File: config.mk
export PLATFORM = sky130hd
export DESIGN_NAME = seq_timer_flat
export DESIGN_NICKNAME = d
export VERILOG_FILES = /design/src/rtl/seq_timer_if.sv /design/src/rtl/seq_timer.sv /design/src/flat_wrapper.sv
export SDC_FILE = /design/constraint.sdc
export NUM_CORES = 1
export LEC_CHECK = 0
export BUFFER_PORTS_ARGS = -buffer_cell sky130_fd_sc_hd__buf_2
export CAP_MARGIN = 30
export CORE_MARGIN = 4
export CORE_UTILIZATION = 50
export DETAILED_ROUTE_END_ITERATION = 6
export GPL_ROUTABILITY_DRIVEN = 0
export GPL_TIMING_DRIVEN = 0
export PLACE_DENSITY = 0.69
export RECOVER_POWER = 100
export SETUP_SLACK_MARGIN = 0.4
export SYNTH_ARGS = -nofsm -noshare
export SYNTH_HDL_FRONTEND = slang
export SYNTH_SLANG_ARGS = --single-unit
export TNS_END_PERCENT = 100
File: constraint.sdc
create_clock -name clock -period 5.2 [get_ports clock]
set_input_delay 0.78 -clock clock [delete_from_list [all_inputs] [get_ports clock]]
set_output_delay 0.78 -clock clock [all_outputs]
set_load 0.05 [all_outputs]
File: src/rtl/seq_timer_if.sv
// seq_timer_if: sequencer port bundle -- inst/inst_wen command in, out/error readback
interface seq_timer_if;
  logic [11:0] inst;
  logic inst_wen;
  logic [7:0] out;
  logic error;
  modport master(output inst, inst_wen, input out, error);
  modport slave(input inst, inst_wen, output out, error);
endinterface

File: src/rtl/seq_timer.sv
// seq_timer: command-driven 8-bit prescaled down-counter; ports clock, reset (async high), bus (inst/inst_wen in, registered out/error)
module seq_timer (
  input logic clock,
  input logic reset,
  seq_timer_if.slave bus
);
  typedef enum logic [1:0] {IDLE, RUN, ERR} state_t;
  localparam logic [3:0] LDC = 4'h1, LDP = 4'h2, STA = 4'h3, STP = 4'h4, RES = 4'h5;
  localparam logic [3:0] MOD = 4'h6, RDC = 4'h7, RDS = 4'h8, ACK = 4'h9;
  state_t st, st_n;
  logic [7:0] count, reload, presc, pcnt, count_n, reload_n, presc_n, pcnt_n, data, out_q;
  logic [3:0] cmd;
  logic mode, expired, sel, mode_n, exp_n, sel_n, bad, hold, run, tick, expire, err_q;
  always_comb begin
    cmd = (bus.inst_wen && st != ERR) ? bus.inst[11:8] : 4'h0;
    data = bus.inst[7:0];
    bad = cmd > ACK;
    hold = bad || cmd == STA || cmd == STP || cmd == RES;
    run = st == RUN && !hold;
    tick = run && pcnt == presc;
    expire = tick && count <= 8'd1;
    pcnt_n = cmd == STA ? 8'd0 : run ? (tick ? 8'd0 : pcnt + 8'd1) : pcnt;
    count_n = cmd == STA ? reload : !tick ? count : expire ? (mode ? reload : 8'd0) : count - 8'd1;
    reload_n = cmd == LDC ? data : reload;
    presc_n = cmd == LDP ? data : presc;
    mode_n = cmd == MOD ? data[0] : mode;
    sel_n = cmd == RDC ? 1'b0 : cmd == RDS ? 1'b1 : sel;
    exp_n = expire ? 1'b1 : cmd == ACK ? 1'b0 : expired;
    st_n = bad ? ERR : cmd == STA ? RUN : cmd == STP ? IDLE : (cmd == RES && st == IDLE) ? RUN :
           (expire && !mode) ? IDLE : st;
  end
  always_ff @(posedge clock or posedge reset) begin
    if (reset) begin
      st <= IDLE;
      count <= '0;
      reload <= '0;
      presc <= '0;
      pcnt <= '0;
      mode <= 1'b0;
      expired <= 1'b0;
      sel <= 1'b0;
      out_q <= '0;
      err_q <= 1'b0;
    end else begin
      st <= st_n;
      count <= count_n;
      reload <= reload_n;
      presc <= presc_n;
      pcnt <= pcnt_n;
      mode <= mode_n;
      expired <= exp_n;
      sel <= sel_n;
      out_q <= st_n == ERR ? 8'h00 : sel_n ? {6'b0, exp_n, st_n == RUN} : count_n;
      err_q <= st_n == ERR;
    end
  end
  assign bus.out = out_q;
  assign bus.error = err_q;
endmodule

File: src/flat_wrapper.sv
// flat-port wrapper written by rule: the top's interface ports become plain ports
module seq_timer_flat 
  (clock, reset, bus_inst, bus_inst_wen, bus_out, bus_error);
  seq_timer_if bus_i ();
  input logic clock;
  input logic reset;
  input wire logic [$bits(bus_i.inst)-1:0] bus_inst;
  input wire logic [$bits(bus_i.inst_wen)-1:0] bus_inst_wen;
  output wire logic [$bits(bus_i.out)-1:0] bus_out;
  output wire logic [$bits(bus_i.error)-1:0] bus_error;
  assign bus_i.inst = bus_inst;
  assign bus_i.inst_wen = bus_inst_wen;
  assign bus_out = bus_i.out;
  assign bus_error = bus_i.error;
  seq_timer u_core (.clock(clock), .reset(reset), .bus(bus_i));
endmodule
==> results.toml, run 1 <==
[logic_synthesis]
post-synth-top-count-cell = "dfrtp_1"
synth_area_per_cell_um2 = 10.4
synth_edf_count = 0
synth_area_leader_cell = "dfrtp_1"
proportion_of_synthesized_chip_area_in_sequential_cells_pct = 47.4
synth-async-reset-ratio_pct = 100
syn-instance-count = 233
synth_nets = 251
dominant_cells_by_area_after_synthesis = "dfrtp_1 47%, mux2_2 7.9%, nand2_1 3.4%"
distinct_cell_type_count_after_synthesis = 58
synth_top_area_share_pct = 47.4
yosys_reg_bits = 46
ys.warnings.count = 0
synth.cells.most_frequent = "46 x dfrtp_1, 22 x nand2_1, 20 x nor2_1"
post_synth_instance_area_um2 = 2430
dominantRegCellSynth = "dfrtp_1"

[timing]
timing.final.setup_violations = 0
finClkSkew_ns = 0.00855
slew-limit-headroom_pct = 6.02
worst-slew-pin-transition_ns = 1.41
period_minus_slack_ns = 3.45
slew_viol_final = 0
final_hold_viol_count = 0
maxClockFrequency_ghz = 0.290
setup_repair_after_global_routing_missed_its_margin = "false"
fin_setup_tns_ns = 0
fin_crit_sh_pct = 66.3

[clock_tree]
cts_setup_buffers = 0
cts_made_buffers = 5
clk_path_buf_depth = 2
cts_root_buf = "clkbuf_8"
clkSinkCount = 46
clock_tree_from_tritoncts = "yes"
post_cts.resized_instances = 0
clock_pin_slew_worst_setup_and_hold_paths_ns = 0.09
clock_insertion_delay_worst_skew_ns = 0.30
holdBufCountCts = 0
h-tree-depth = 2

[routing]
ant_nets = 0
detail_route.iter0.violations = 85
drt_wl_total_um = 4890
routedWlPerCell_um = 14.8
post_drt_via_cell_ratio = 5.56
firstDrtPassIters = 4
post-route-drc-count = 0
detailroute.via_count = 1836

[pwr]
sequentialPowerShare_pct = 45.1
power.combinational.fraction_pct = 35.6
power_frac_clock_pct = 19.3
power.static_leakage_nw = 1.13
switching_share_pct = 38.0
worst_ir_drop_vdd_v = 0.000243
p_switching_uw = 522
power-per-cell-area_nw_per_um2 = 515
cellInternalPower_uw = 850
design_power_total_mw = 1.37

[critical_path]
endpoint_kind = "flop"
timing.critical_path.buf_inv = 2
cpMaxStageDelayCell = "o21ai_0"
critical-path-top-delay-family = "compound AO/OA/AOI/OAI gates"
critical_path_arrival_ns = 3.59
critPathLaunchType = "input port"
crit_path_class = "input port to flop"
crit_path_max_incr_delay_ns = 0.70
path_cells = "clkbuf_1, mux2_1, o21ai_0, or4b_1, clkbuf_1, o31a_1, o21ai_0, a2111oi_0"
timing.critical_path.fanout_max = 10
required_ns = 5.34

[grt]
grt_overflow_total = 0
grt_antenna_before_repair = 0
pin_count_of_the_biggest_net_entering_global_routing = 28
global_route.usage.total_pct = 18.3
number_of_global_route_vias_before_repair = 1852
grt_first_pass_wirelength_um = 8740

[die]
pin_count = 24
die_w_um = 77.7
start_util_pct = 51.4
die_height_um = 77.7
design.die.area_um2 = 6030
row_count = 25
core_um2 = 4720

[finish]
antenna_cells_inserted = 0
finish.instance_area_um2 = 2660
syn_to_final_growth_pct = 9.69
final_core_utilization_pct = 56.4
number_of_nets_in_the_final_layout = 280
drive_gt1_share_pct = 17.5
nFillCells = 412

[placement]
detailed_place_hpwl_um = 3720
detailed_place.area_um2 = 2640
port_buffers = 20

[outcome]
status = "finished clean"

[job]
max-cap-violations = 0

[worst_hold_path]
min_path_type = "flop to flop"
power by group through the flow:
stage | registers (mW) | clock network [mW] | logic [mW]
after floorplan | 0.630 | 0 | 0.375
after global placement | 0.624 | 0 | 0.489
after detailed placement | 0.625 | 0 | 0.502
after CTS | 0.619 | 0.268 | 0.504
after global routing | 0.638 | 0.281 | 0.554
final | 0.619 | 0.264 | 0.489
cells in the final DEF, fill, tap and decap left out, types with 5 or more instances in the layout:
cell,n
nand2_1,22
clkbuf_1,17
dfrtp_1,46
inv_1,8
o211ai_1,5
mux2_2,17
nor2_1,20
nand2b_1,5
xnor2_1,9
buf_2,10
a21oi_1,6
o21ai_0,11
nand3_1,12
clkbuf_8,5
nor3_1,6
state kept, by name, summed over array words and instances, names as in the netlist:
name,cells
u_core.mode,1
u_core.bus.error,1
u_core.bus.out,8
u_core.sel,1
u_core.reload,8
u_core.st,2
u_core.presc,8
u_core.expired,1
u_core.count,8
u_core.pcnt,8
cells by family after synthesis:
| group | count (synthesis) | share of synthesized area, % |
|---|---|---|
| and+or+nand+nor | 90 | 19.6 |
| AOI/OAI and AO/OA | 49 | 14.6 |
| xor gates and xnor gates | 10 | 3.61 |
| muxes | 20 | 9.33 |
| adders and majority gates | 3 | 1.55 |
| buffers and inverters | 15 | 3.87 |
| DFF | 46 | 47.4 |
final cells by class:
class,count,area [µm²],share of cell area [%]
multi-input combinational,172,1160,43.4
sequential,46,1150,43.2
buffer,7,37.5,1.41
inverter,8,30.0,1.13
tap,67,83.8,3.15
clock inverter,3,40.0,1.50
clock buffer,5,68.8,2.58
timing repair buffer,22,95.1,3.57
worst paths after layout:
kind                                              start                           end  slack (ns)  cells after the start
max                                         bus_inst[9]   u_core.bus.out[4]$_DFF_PP0_        1.75                      8
min                        u_core.reload[2]$_DFFE_PP0N_  u_core.reload[2]$_DFFE_PP0N_        0.51                      1
max reg2reg                   u_core.count[4]$_DFF_PP0_   u_core.bus.out[4]$_DFF_PP0_        2.29                      5
min reg2reg                u_core.reload[2]$_DFFE_PP0N_  u_core.reload[2]$_DFFE_PP0N_        0.51                      1
max in group asynchronous                         reset       u_core.mode$_DFFE_PP0N_        2.89                      3
min in group asynchronous                         reset   u_core.bus.out[4]$_DFF_PP0_        0.57                      2
routing by layer:
metal  up-vias  wire length, µm  track usage, %
li1        900                -               -
met1       895             2350            24.7
met2        34             2320            28.9
met3         7              144            3.48
met4         0               68            7.30
met5         -                0               0
through the flow:
step / hold slack, ns / setup WS (ns) / instances
global route: 0.533 / 1.51 / 330
floorplan: 0.460 / 2.49 / 233
CTS: 0.475 / 2.60 / 330
global placement: 0.490 / 2.30 / 320
detailed placement: 0.497 / 2.28 / 322
finish: 0.514 / 1.75 / 330
worst register-to-register path, delay by kind of cell (launching register included):
kind / cells / cell delay [ns]
compound gates: 3 / 1.18
flops: 1 / 0.41
simple gates: 2 / 1.15
No activity file was read; power rests on OpenSTA's default activity.
==> run 2: changes to the inputs <==
- ABC_AREA: unset -> 1
- clock period: 5.2 -> 3.18 ns (I/O delays scaled with it)
==> run 2 against run 1 <==
- the run now ends with max-capacitance violations, max-slew violations left
- final cell count is 35% higher
- die area grew 8.5%
- synthesized area up 9.5%
- register-to-register slack worse by 1.6 ns
- sequential cell count unchanged
- sequential power is 59% higher
==> results.toml, run 2 <==
[placement]
detailed_place_hpwl_um = 4300
detailed_place.area_um2 = 2880
port_buffers = 22

[clock_tree]
holdBufCountCts = 0
cts_root_buf = "clkbuf_8"
h-tree-depth = 2
cts_setup_buffers = 0
clock_pin_slew_worst_setup_and_hold_paths_ns = 0.09
clkSinkCount = 46
cts_made_buffers = 5
clk_path_buf_depth = 2
clock_tree_from_tritoncts = "yes"
post_cts.resized_instances = 0
clock_insertion_delay_worst_skew_ns = 0.30

[routing]
ant_nets = 0
detailroute.via_count = 2268
detail_route.iter0.violations = 171
post-route-drc-count = 0
drt_wl_total_um = 5610
routedWlPerCell_um = 12.6
firstDrtPassIters = 5
post_drt_via_cell_ratio = 5.10

[critical_path]
r2r_start = "u_core.st[0]$_DFF_PP0_"
critical_path_arrival_ns = 2.73
crit_path_class = "flop to flop"
endpoint_kind = "flop"
critical-path-top-delay-family = "simple AND/OR/NAND/NOR gates"
path_cells = "inv_1, nand2_1, nand3_1, nand2_1, nor2_1, nor2_4, nand3_4, clkbuf_1, nand2_1, nand3_1, o21ai_0, nor2_1"
timing.critical_path.fanout_max = 10
cells_on_worst_reg2reg_path = 12
rrSetupSlack_ns = 0.67
crit_path_max_incr_delay_ns = 0.44
timing.critical_path.buf_inv = 2
crit-reg2reg-capture = "u_core.bus.out[2]$_DFF_PP0_"
critPathLaunchType = "flop"
required_ns = 3.40
cpMaxStageDelayCell = "nor2_1"
critPathMostFrequentCell = "nand2_1"

[logic_synthesis]
distinct_cell_type_count_after_synthesis = 39
post-synth-top-count-cell = "nand2_1"
syn-instance-count = 344
ys.warnings.count = 0
dominant_cells_by_area_after_synthesis = "dfrtp_1 43%, nand2_1 13%, inv_1 6.4%"
proportion_of_synthesized_chip_area_in_sequential_cells_pct = 43.3
synth_area_leader_cell = "dfrtp_1"
synth_area_per_cell_um2 = 7.73
dominantRegCellSynth = "dfrtp_1"
post_synth_instance_area_um2 = 2660
synth-async-reset-ratio_pct = 100
synth_edf_count = 0
yosys_reg_bits = 46
synth.cells.most_frequent = "89 x nand2_1, 46 x dfrtp_1, 45 x inv_1"
synth_top_area_share_pct = 43.3
synth_nets = 362

[timing]
worst-slew-pin-transition_ns = 1.59
setup_repair_after_global_routing_missed_its_margin = "false"
slew_viol_final = 32
period_minus_slack_ns = 2.51
finClkSkew_ns = 0.0128
fin_crit_sh_pct = 78.8
timing.final.setup_violations = 0
slew-limit-headroom_pct = -6.20
final_hold_viol_count = 0
fin_setup_tns_ns = 0
maxClockFrequency_ghz = 0.399

[grt]
grt.met1_usage_pct = 26.8
pin_count_of_the_biggest_net_entering_global_routing = 32
grt_overflow_total = 0
globalRouteMet3Util_pct = 3.22
grt_antenna_before_repair = 0
global_route.usage.total_pct = 19.6
grt_first_pass_wirelength_um = 10100
gr-max-usage-layer = "met2"
global_route.usage.met2_pct = 31.4
number_of_global_route_vias_before_repair = 2139

[job]
max-cap-violations = 1

[outcome]
status = "complete, but fails checks"
failed_checks = "max-capacitance violations, max-slew violations"

[die]
design.die.area_um2 = 6550
start_util_pct = 51.7
core_um2 = 5140
row_count = 26
pin_count = 24
die_w_um = 80.9
die_height_um = 80.9

[finish]
multi_input_combinational_cell_area_um2 = 1180
final_common_cell = "nand2_1"
number_of_nets_in_the_final_layout = 392
nFillCells = 524
antenna_cells_inserted = 0
layout.cells.most_common_list = "94 x nand2_1, 47 x inv_1, 46 x dfrtp_1"
drive_gt1_share_pct = 10.7
syn_to_final_growth_pct = 7.20
finish.instance_area_um2 = 2850
ff_latch_area_um2 = 1150

[pwr]
power-per-cell-area_nw_per_um2 = 837
worst_ir_drop_vdd_v = 0.000351
power.static_leakage_nw = 1.43

[worst_hold_path]
min_path_type = "input port to async pin"
==> run 2: kinds of logic after synthesis <==
group	after synthesis	synth area share (%)
flops	46	43.3
compound gates	50	11.4
fa+ha+maj	3	1.41
buf+inv	59	8.94
simple gates	180	33.0
xor+xnor	6	1.98
==> run 2: metrics by stage <==
step                setup slack [ns]  instances  hold slack, ns  utilization, %  total power, mW
finish                         0.673        445           0.225            55.4             2.38
global placement               0.982        436           0.471            55.6             2.08
floorplan                       1.41        344           0.453               -             1.87
detailed placement              1.11        437           0.474            55.9             2.11
CTS                             1.07        445           0.133            57.7             2.49
global route                   0.403        445           0.273            55.4             2.62
==> run 2: layer usage <==
layer  routed length, µm  vias up
met1                2690     1033
met5                   0        -
met3                 238       11
li1                    -     1163
met2                2570       61
met4                 106        0
==> run 2: area by class of cell <==
class | count | share of cell area [%]
Multi-Input combinational cell | 239 | 41.6
Sequential cell | 46 | 40.4
Inverter | 52 | 6.85
Timing Repair Buffer | 23 | 3.60
Tap cell | 70 | 3.07
Clock buffer | 5 | 2.42
Buffer | 7 | 1.23
Clock inverter | 3 | 0.834
==> run 2: where the power goes <==
group          internal [mW]  leakage, nW  total [mW]  switching (mW)
clock network          0.157       0.0408       0.369           0.212
logic                  0.349        0.803        1.03           0.683
registers              0.809        0.583       0.984           0.175
total                   1.32         1.43        2.38            1.07
==> run 2: worst register-to-register path, stage by stage, from the launching register on <==
cell and delay, ns:
dfrtp_1 0.39, inv_1 0.15, nand2_1 0.18, nand3_1 0.13
nand2_1 0.06, nor2_1 0.44, nor2_4 0.07, nand3_4 0.12
clkbuf_1 0.44, nand2_1 0.10, nand3_1 0.10, o21ai_0 0.13
nor2_1 0.13
==> run 2: how the worst max path moves through the flow <==
stage / start / endpoint / slack, ns / cells after the start
3_3_place_gp: reset / u_core.sel$_DFF_PP0_ / 0.98 / 2
2_1_floorplan: u_core.count[0]$_DFF_PP0_ / u_core.bus.out[0]$_DFF_PP0_ / 1.41 / 13
3_5_place_dp: u_core.count[0]$_DFF_PP0_ / u_core.bus.out[0]$_DFF_PP0_ / 1.11 / 13
5_1_grt: u_core.count[0]$_DFF_PP0_ / u_core.bus.out[6]$_DFF_PP0_ / 0.40 / 11
4_1_cts: u_core.count[0]$_DFF_PP0_ / u_core.bus.out[2]$_DFF_PP0_ / 1.07 / 11
6_report: u_core.st[0]$_DFF_PP0_ / u_core.bus.out[2]$_DFF_PP0_ / 0.67 / 12
==> run 3: changes to the inputs <==
- clock period: 3.18 -> 2.6 ns (I/O delays scaled with it)
==> run 3 against run 2 <==
- combinational power is 26% higher
- the flow now finishes without violations
- first-iteration DRC count is 3.5% higher
- critical path type unchanged
- total power grew 24%
- clock skew shrank 0.0010 ns
- via count is 0.71% lower
- sequential share of layout area down 0.90 points
- global-route usage did not move
==> results.toml, run 3 (synthesis results as in run 2) <==
[pwr]
design_power_total_mw = 2.95
power.static_leakage_nw = 1.47
power-per-cell-area_nw_per_um2 = 1010
worst_ir_drop_vdd_v = 0.000430

[timing]
maxClockFrequency_ghz = 0.460
setup_repair_after_global_routing_missed_its_margin = "false"
finClkSkew_ns = 0.0118
final_hold_viol_count = 0
slew_viol_final = 0
period_minus_slack_ns = 2.17
fin_crit_sh_pct = 83.6
slew-limit-headroom_pct = 56.6
timing.final.setup_violations = 0
worst-slew-pin-transition_ns = 0.650
fin_setup_tns_ns = 0

[outcome]
status = "finished clean"

[routing]
detail_route.iter0.violations = 177
drt_wl_total_um = 5580
ant_nets = 0
post_drt_via_cell_ratio = 5.06
routedWlPerCell_um = 12.5
firstDrtPassIters = 4
post-route-drc-count = 0
detailroute.via_count = 2252

[die]
row_count = 26
core_um2 = 5140
die_height_um = 80.9
design.die.area_um2 = 6550
start_util_pct = 51.7
pin_count = 24
die_w_um = 80.9

[finish]
nFillCells = 509
multi_input_combinational_cell_area_um2 = 1220
drive_gt1_share_pct = 13.1
number_of_nets_in_the_final_layout = 392
final_common_cell = "nand2_1"
ff_latch_area_um2 = 1150
syn_to_final_growth_pct = 9.65
layout.cells.most_common_list = "93 x nand2_1, 46 x dfrtp_1, 45 x inv_1"
antenna_cells_inserted = 0
fin_cells = 445

[clock_tree]
cts_root_buf = "clkbuf_8"
clock_tree_from_tritoncts = "yes"
cts_made_buffers = 5
clock_insertion_delay_worst_skew_ns = 0.30
clk_path_buf_depth = 2
clkSinkCount = 46
clock_pin_slew_worst_setup_and_hold_paths_ns = 0.09
h-tree-depth = 2

[critical_path]
critPathLaunchType = "flop"
cpMaxStageDelayCell = "dfrtp_1"
crit_path_max_incr_delay_ns = 0.44
required_ns = 2.85
endpoint_kind = "flop"
timing.critical_path.fanout_max = 9
timing.critical_path.buf_inv = 0
path_cells = "nand2_1, nand4_1, nor2_1, nor2_1, nand2_4, nand2_1, o21ai_0, o21a_1"
critical-path-top-delay-family = "simple AND/OR/NAND/NOR gates"
crit_path_class = "flop to flop"
r2r_start = "u_core.st[1]$_DFF_PP0_"
critical_path_arrival_ns = 2.42
cells_on_worst_reg2reg_path = 8
rrSetupSlack_ns = 0.43
crit-reg2reg-capture = "u_core.pcnt[2]$_DFFE_PP0P_"

[placement]
detailed_place_hpwl_um = 4300
numPlacedInstances = 437
port_buffers = 22

[grt]
number_of_global_route_vias_before_repair = 2139
grt_overflow_total = 0
pin_count_of_the_biggest_net_entering_global_routing = 32
global_route.usage.total_pct = 19.6
grt_antenna_before_repair = 0
grt_first_pass_wirelength_um = 10100

[job]
max-cap-violations = 0

[worst_hold_path]
min_path_type = "input port to async pin"
## run 3: cell types whose count changed in the layout (fill, tap and decap cells not counted), sizes merged
cell	change
buf	+2
clkbuf	-2
## run 3: worst max path at each step
stage | from | end | cells past startpoint
detailed placement | u_core.count[0]$_DFF_PP0_ | u_core.bus.out[0]$_DFF_PP0_ | 13
finish | u_core.st[1]$_DFF_PP0_ | u_core.pcnt[2]$_DFFE_PP0P_ | 8
global placement | reset | u_core.sel$_DFF_PP0_ | 2
floorplan | u_core.count[0]$_DFF_PP0_ | u_core.bus.out[0]$_DFF_PP0_ | 13
global route | u_core.st[0]$_DFF_PP0_ | u_core.bus.out[6]$_DFF_PP0_ | 12
CTS | u_core.count[0]$_DFF_PP0_ | u_core.bus.out[2]$_DFF_PP0_ | 11
## run 3: layout make-up
| cell class | count | share of cell area (%) |
|---|---|---|
| buffer | 7 | 1.46 |
| clock buffer | 5 | 2.36 |
| clock inverter | 3 | 0.816 |
| inverter | 52 | 6.78 |
| multi-input combinational | 239 | 42.0 |
| sequential | 46 | 39.5 |
| tap | 70 | 3.01 |
| timing repair buffer | 23 | 4.08 |
## run 3: worst register-to-register path, stage by stage (launching register included)
cell	delay, ns
dfrtp_1	0.44
nand2_1	0.20
nand4_1	0.15
nor2_1	0.40
nor2_1	0.20
nand2_4	0.16
nand2_1	0.20
o21ai_0	0.22
o21a_1	0.14
## run 3: stage by stage
stage                     worst slack [ns]  hold slack [ns]  cell area, µm²  utilization [%]
after floorplan                      0.834            0.453            2660                -
after global placement               0.489            0.471            2860             55.6
after detailed placement             0.533            0.387            2880             55.9
after CTS                            0.489           0.0464            2970             57.7
after global routing                 0.232            0.211            2910             56.7
final                                0.427            0.157            2910             56.7
## run 3: layer usage
metal	track usage, %	routed length [µm]	up-vias
met2	31.4	2540	44
met1	26.8	2710	1037
met5	0	0	-
met4	7.09	99	0
li1	-	-	1162
met3	3.22	224	9
## run 3: report_power, final
part / internal (mW) / total [mW] / switching, mW
Clock: 0.192 / 0.452 / 0.259
Sequential: 0.989 / 1.20 / 0.214
Combinational: 0.434 / 1.30 / 0.864
## run 3: what timing repair did
action                     CTS  global route
setup endpoints to repair    0            12
setup buffers                0             0
hold buffers                 0             0
gates resized for setup      0             4
